[src/rtl/uvc_payload_sched.sv]
// UVC payload scheduler: one VFB-paced payload packet per USB microframe,
// with a 2-byte UVC header (FID/EOF) in front of 24-bit pixels serialised MSB first.
module uvc_payload_sched #(
  parameter int FRAME_PIXELS = 307200,
  parameter int PKT_PIXELS   = 340,
  parameter int CNT_W        = 19
) (
  input  logic        clk_i,
  input  logic        rst_n,
  input  logic        enable_i,
  input  logic        sof_i,
  input  logic        vfb_rdy_i,
  input  logic [23:0] vfb_data_i,
  output logic        vfb_re_o,
  output logic        vfb_vs_o,
  output logic [7:0]  tx_data_o,
  output logic        tx_valid_o,
  output logic        tx_last_o,
  input  logic        tx_ready_i,
  output logic        fid_o,
  output logic [15:0] frame_cnt_o
);

  localparam int LEN_W = $clog2(PKT_PIXELS + 1);

  typedef enum logic [2:0] {
    S_IDLE,
    S_VSYNC,
    S_WAIT_SOF,
    S_HDR0,
    S_HDR1,
    S_PIX,
    S_END
  } state_t;

  state_t state, state_nxt;

  logic [CNT_W-1:0] pix_cnt;
  logic [LEN_W-1:0] pkt_rem;
  logic [1:0]       byte_idx;
  logic             eof_q;
  logic             fid_q;
  logic [15:0]      frame_cnt_q;
  logic             vld_p1;
  logic [23:0]      nxt_pix_p1;
  logic [23:0]      cur_pix_p2;

  logic [CNT_W-1:0] frame_left;
  logic [LEN_W-1:0] pkt_len_c;
  logic             eof_c;
  logic             accept;
  logic             pix_last;
  logic             pix_done;
  logic [23:0]      pix_src;

  // Packet length saturates at PKT_PIXELS; the tail of the frame gets a short packet.
  function automatic logic [LEN_W-1:0] sat_pkt_len(input logic [CNT_W-1:0] left);
    if (left > CNT_W'(PKT_PIXELS)) begin
      return LEN_W'(PKT_PIXELS);
    end
    return LEN_W'(left);
  endfunction

  assign frame_left = CNT_W'(FRAME_PIXELS) - pix_cnt;
  assign pkt_len_c  = sat_pkt_len(frame_left);
  assign eof_c      = (frame_left <= CNT_W'(PKT_PIXELS));
  assign accept     = tx_valid_o & tx_ready_i;
  assign pix_last   = (pkt_rem == LEN_W'(1));
  assign pix_done   = accept && (byte_idx == 2'd2);
  // Read data lands one cycle after the strobe; bypass it when HDR1 is accepted straight away.
  assign pix_src    = vld_p1 ? vfb_data_i : nxt_pix_p1;

  always_ff @(posedge clk_i or negedge rst_n) begin
    if (!rst_n) begin
      state <= S_IDLE;
    end else begin
      state <= state_nxt;
    end
  end

  always_comb begin
    state_nxt = state;
    case (state)
      S_IDLE: begin
        if (enable_i) state_nxt = S_VSYNC;
      end
      S_VSYNC: begin
        state_nxt = S_WAIT_SOF;
      end
      S_WAIT_SOF: begin
        if (sof_i && vfb_rdy_i) begin
          state_nxt = S_HDR0;
        end else if (!enable_i) begin
          state_nxt = S_IDLE;
        end
      end
      S_HDR0: begin
        if (accept) state_nxt = S_HDR1;
      end
      S_HDR1: begin
        if (accept) state_nxt = S_PIX;
      end
      S_PIX: begin
        if (pix_done && pix_last) state_nxt = S_END;
      end
      S_END: begin
        if (!enable_i) begin
          state_nxt = S_IDLE;
        end else if (eof_q) begin
          state_nxt = S_VSYNC;
        end else begin
          state_nxt = S_WAIT_SOF;
        end
      end
      default: state_nxt = S_IDLE;
    endcase
  end

  always_comb begin
    vfb_re_o   = 1'b0;
    vfb_vs_o   = 1'b0;
    tx_data_o  = 8'h00;
    tx_valid_o = 1'b0;
    tx_last_o  = 1'b0;
    case (state)
      S_VSYNC: begin
        vfb_vs_o = 1'b1;
      end
      S_HDR0: begin
        tx_valid_o = 1'b1;
        tx_data_o  = 8'h02;
        vfb_re_o   = tx_ready_i;
      end
      S_HDR1: begin
        tx_valid_o = 1'b1;
        tx_data_o  = {1'b1, 5'b00000, eof_q, fid_q};
      end
      S_PIX: begin
        tx_valid_o = 1'b1;
        case (byte_idx)
          2'd0:    tx_data_o = cur_pix_p2[23:16];
          2'd1:    tx_data_o = cur_pix_p2[15:8];
          default: tx_data_o = cur_pix_p2[7:0];
        endcase
        tx_last_o = (byte_idx == 2'd2) && pix_last;
        vfb_re_o  = tx_ready_i && (byte_idx == 2'd0) && (pkt_rem > LEN_W'(1));
      end
      default: begin
        tx_valid_o = 1'b0;
      end
    endcase
  end

  always_ff @(posedge clk_i or negedge rst_n) begin
    if (!rst_n) begin
      pix_cnt     <= '0;
      pkt_rem     <= '0;
      byte_idx    <= '0;
      eof_q       <= 1'b0;
      fid_q       <= 1'b0;
      frame_cnt_q <= '0;
      vld_p1      <= 1'b0;
    end else begin
      vld_p1 <= vfb_re_o;
      case (state)
        S_VSYNC: begin
          pix_cnt <= '0;
        end
        S_WAIT_SOF: begin
          if (sof_i && vfb_rdy_i) begin
            pkt_rem  <= pkt_len_c;
            eof_q    <= eof_c;
            byte_idx <= '0;
          end
        end
        S_PIX: begin
          if (accept) begin
            if (byte_idx == 2'd2) begin
              byte_idx <= '0;
              pix_cnt  <= pix_cnt + CNT_W'(1);
              pkt_rem  <= pkt_rem - LEN_W'(1);
            end else begin
              byte_idx <= byte_idx + 2'd1;
            end
          end
        end
        S_END: begin
          // A frame cut short by disable still flips FID so the host drops it.
          if (eof_q || !enable_i) fid_q <= ~fid_q;
          if (eof_q) begin
            frame_cnt_q <= frame_cnt_q + 16'd1;
            pix_cnt     <= '0;
          end
        end
        default: begin
          pix_cnt <= pix_cnt;
        end
      endcase
    end
  end

  // p1: pixel captured the cycle after the read strobe; p2: pixel being serialised.
  always_ff @(posedge clk_i) begin
    if (vld_p1) nxt_pix_p1 <= vfb_data_i;
    if ((state == S_HDR1 && accept) || (state == S_PIX && pix_done)) cur_pix_p2 <= pix_src;
  end

  assign fid_o       = fid_q;
  assign frame_cnt_o = frame_cnt_q;

endmodule

[config.mk]
export PLATFORM = sky130hd
export DESIGN_NAME = uvc_payload_sched
export DESIGN_NICKNAME = d
export VERILOG_FILES = /design/src/rtl/uvc_payload_sched.sv
export SDC_FILE = /design/constraint.sdc
export NUM_CORES = 1
export LEC_CHECK = 0
export BUFFER_PORTS_ARGS = -buffer_cell sky130_fd_sc_hd__clkbuf_2
export CELL_PAD_IN_SITES_DETAIL_PLACEMENT = 1
export CELL_PAD_IN_SITES_GLOBAL_PLACEMENT = 1
export CORE_MARGIN = 2
export CORE_UTILIZATION = 34
export CTS_BUF_LIST = sky130_fd_sc_hd__clkbuf_4 sky130_fd_sc_hd__clkbuf_8
export DETAILED_ROUTE_END_ITERATION = 8
export GPL_TIMING_DRIVEN = 0
export PLACE_DENSITY = 0.67
export SYNTH_ARGS = -nofsm -noshare
export SYNTH_HDL_FRONTEND = slang
export SYNTH_SLANG_ARGS = --single-unit
[constraint.sdc]
create_clock -name clk_i -period 3.05 [get_ports clk_i]
set_input_delay 0.61 -clock clk_i [delete_from_list [all_inputs] [get_ports clk_i]]
set_output_delay 0.61 -clock clk_i [all_outputs]
set_load 0.02 [all_outputs]
==> run metrics <==
CTS tree done; Layout Skew between 0.01 and 0.015 ns; Hold WC Path Type in -> async; vias in the first global route slightly below 4,000; worst path required time roughly 3.3 ns; YS warnings 0; Yosys top cell area share between 20% and 30%; asr flop ratio synth 52.00%; setup bufs post-CTS 0; Cells after Synth about 480; Clock Sink Count 100; crit-path cells buf_6 > or3_4 > buf_6 > or4_4 > or4_4 > a22oi_4 > nand3_4 > o41a_1; Detailed Route WL approximately 12,000 um; CTS Hold Bufs 0; Tmin final 2.971 ns; Max-Cap Viols 0; IO buf count just under 60; Top-Level Pins a little under 60; Peak VDD IR approximately 0.54 mV; clock-pin slew on the worst setup and hold paths 0.11 ns; Max stage delay on crit path between 0.5 and 0.6 ns; CP top delay family simple AND/OR/NAND/NOR gates; Placed Instances 727; # nets final 587; Worst setup SP type register; critical path arrival between 3 and 4 ns; Core ar. between 10,000 and 15,000 sq um; router iterations before antenna repair 4; largest net degree at the start of global routing 53; Netlist cell types 60; Via Count around 3,800; worst-path maximum fanout 10; Starting Density 34.47%; crit path max-delay cell type or4_4; final setup fails 0; PD cells between 600 and 700 nW/um^2; ANT nets after route 0; kind of critical path reg -> reg; worst-margin pin slew slightly below 0.7 ns; period utilization ~100%; Fin. Hold Viols 0; Area after DPL around 5500 sq um; fin area approximately 5700 sq um; Area contributors post-synth dfrtp_1, edfxtp_1, dfxtp_1; GPL Wtd Cong ~0.80; syn_area_per_cell 10.23 sq um; clock buffer depth 2; multi-input logic area between 2000 and 2500 sq um; status finished, final reports clean; top_reg_cell synth dfrtp_1; worst hold slack 0.2623 ns; Area growth syn-to-layout 15.64%; reg2reg start pix_cnt[5]; Ant. Diodes 0; wire length per cell after detailed routing ~16 um; post-placement worst setup slack -0.1241 ns; Net Count, Synth around 520; worst skew pair latency 0.38 ns; DIE AREA about 16,000 sq um; Post-synth EDFFs 24; grt ovf 0; First DRT Iteration DRCs approximately 190; worst r2r dst pkt_rem[6]; Post-DP HPWL between 8000 and 9000 um; FMAX ~0.34 GHz; CP endpoint kind register; # DRC 0; gr usage total between 15 and 20%; first-pass GRT wire length 20,530 um; Critical path buffers and inverters 2; count leader, synth nor2_1; Die Wd 124.7 um; Leak about 2.4 nW; Netlist Area Pre-Place roughly 5000 sq um; row cnt 44; Final WS setup 0.07927 ns; register-to-register setup slack 0.08 ns; Commonest cells post-synth nor2_1, dfrtp_1, nand2_1; Seq. cell area 2502 sq um; routed vias/inst around 5; antenna violations before repair 0; sequential area share after synthesis between 50% and 60%; setup_tns 0 ns; H-Tree Depth 3; cell taking the most area after synthesis dfrtp_1; Layout Cells excl Fill ~740; Yosys reg bits 100; share of cells above drive strength 1 a little under a quarter; CTS buffer count 9; slew margin rel. 54.04%; worst reg-to-reg path cell count 8; fillcell total ~1,700; clk root buf clkbuf_8; die height roughly 120 um; Final Max Slew Viols 0
area by class of cell:
cell class	instances	area share (%)
Timing Repair Buffer	59	5.375
Inverter	13	0.8521
Sequential cell	100	43.70
Buffer	25	1.923
Clock inverter	7	1.398
Multi-Input combinational cell	344	40.57
Clock buffer	9	2.163
Tap cell	184	4.020
power breakdown:
part           leakage (nW)  switching (W)  internal (W)  total [W]
sequential             1.13       0.000148       0.00172    0.00186
clock                0.0990       0.000536      0.000325   0.000861
combinational          1.20       0.000638      0.000484    0.00112
total                  2.42        0.00132       0.00252    0.00385
sequential cells by signal, indices dropped and copies added (netlist names):
register	cells
frame_cnt_o	16
cur_pix_p2	24
pix_cnt	19
eof_q	1
nxt_pix_p1	24
fid_o	1
state	3
pkt_rem	9
byte_idx	2
vld_p1	1
worst reg2reg max path: cells and delay by family, from the launching register on:
| kind | cells | cell delay, ns |
|---|---|---|
| AND/OR/NAND/NOR | 4 | 1.59 |
| AO/OA/AOI/OAI | 2 | 0.60 |
| flip-flops | 1 | 0.39 |
| buffers and inverters | 2 | 0.28 |
layout by cell type (no fill, tap or decap), drive strengths merged, types with 2 or more instances in the layout:
master	netlist	final
clkbuf	22	86
nor2	56	56
dfrtp	52	52
nand2	38	38
mux2	26	26
edfxtp	24	24
dfxtp	24	24
xnor2	22	22
a21oi	19	19
o21ai	17	17
nor3	16	16
xor2	16	16
inv	13	15
nand3	12	12
mux2i	11	11
and3	10	10
or3	8	8
nor2b	7	7
nand4	7	7
buf	5	7
nor4	6	6
nand2b	6	6
o41ai	5	5
ha	5	5
a31oi	4	4
or2	4	4
or3b	4	4
a31o	4	4
o31ai	4	4
clkinv	0	4
nor3b	3	3
a211oi	3	3
nand3b	2	2
o211ai	2	2
or4	2	2
and2	2	2
a41o	2	2
a22oi	2	2
logic make-up after synthesis:
| family | count (synthesis) | synth area share, % |
|---|---|---|
| buffers and inverters | 40 | 3.335 |
| flip-flops | 100 | 50.53 |
| AO/OA/AOI/OAI | 77 | 10.74 |
| adder cells (fa/ha/maj) | 5 | 1.263 |
| multiplexers | 37 | 8.135 |
| XOR/XNOR | 38 | 6.720 |
| AND/OR/NAND/NOR | 187 | 19.28 |
per-stage QoR:
stage,total power (W),utilization [%]
CTS,0.003903,39.73
global placement,0.002959,38.09
global route,0.004137,39.86
finish,0.003846,39.86
floorplan,0.002679,-
detailed placement,0.003025,38.22
worst max path at each step:
stage | start | to | slack (ns) | cells past startpoint
finish | pix_cnt[5] | pkt_rem[6] | 0.08 | 8
global route | pix_cnt[5] | pkt_rem[6] | -0.002 | 8
detailed placement | pix_cnt[0] | pkt_rem[6] | -0.12 | 9
floorplan | pix_cnt[5] | pkt_rem[6] | 0.21 | 8
global placement | pix_cnt[0] | pkt_rem[6] | -0.11 | 9
CTS | pix_cnt[8] | pkt_rem[6] | 0.002 | 7
timing repair:
action,in CTS,in global routing
cloned,0,0
gates resized for setup,3,5
setup endpoints to repair,5,6
pin swaps,0,1
layer usage:
| layer | vias to the layer above | GRT usage [%] | wire length (um) |
|---|---|---|---|
| li1 | 1855 | - | - |
| met1 | 1842 | 21.40 | 5619 |
| met2 | 60 | 26.58 | 5718 |
| met3 | 9 | 3.565 | 412 |
| met4 | 0 | 4.494 | 142 |
| met5 | - | 0 | 0 |
Power figures use the tool's default switching activity.
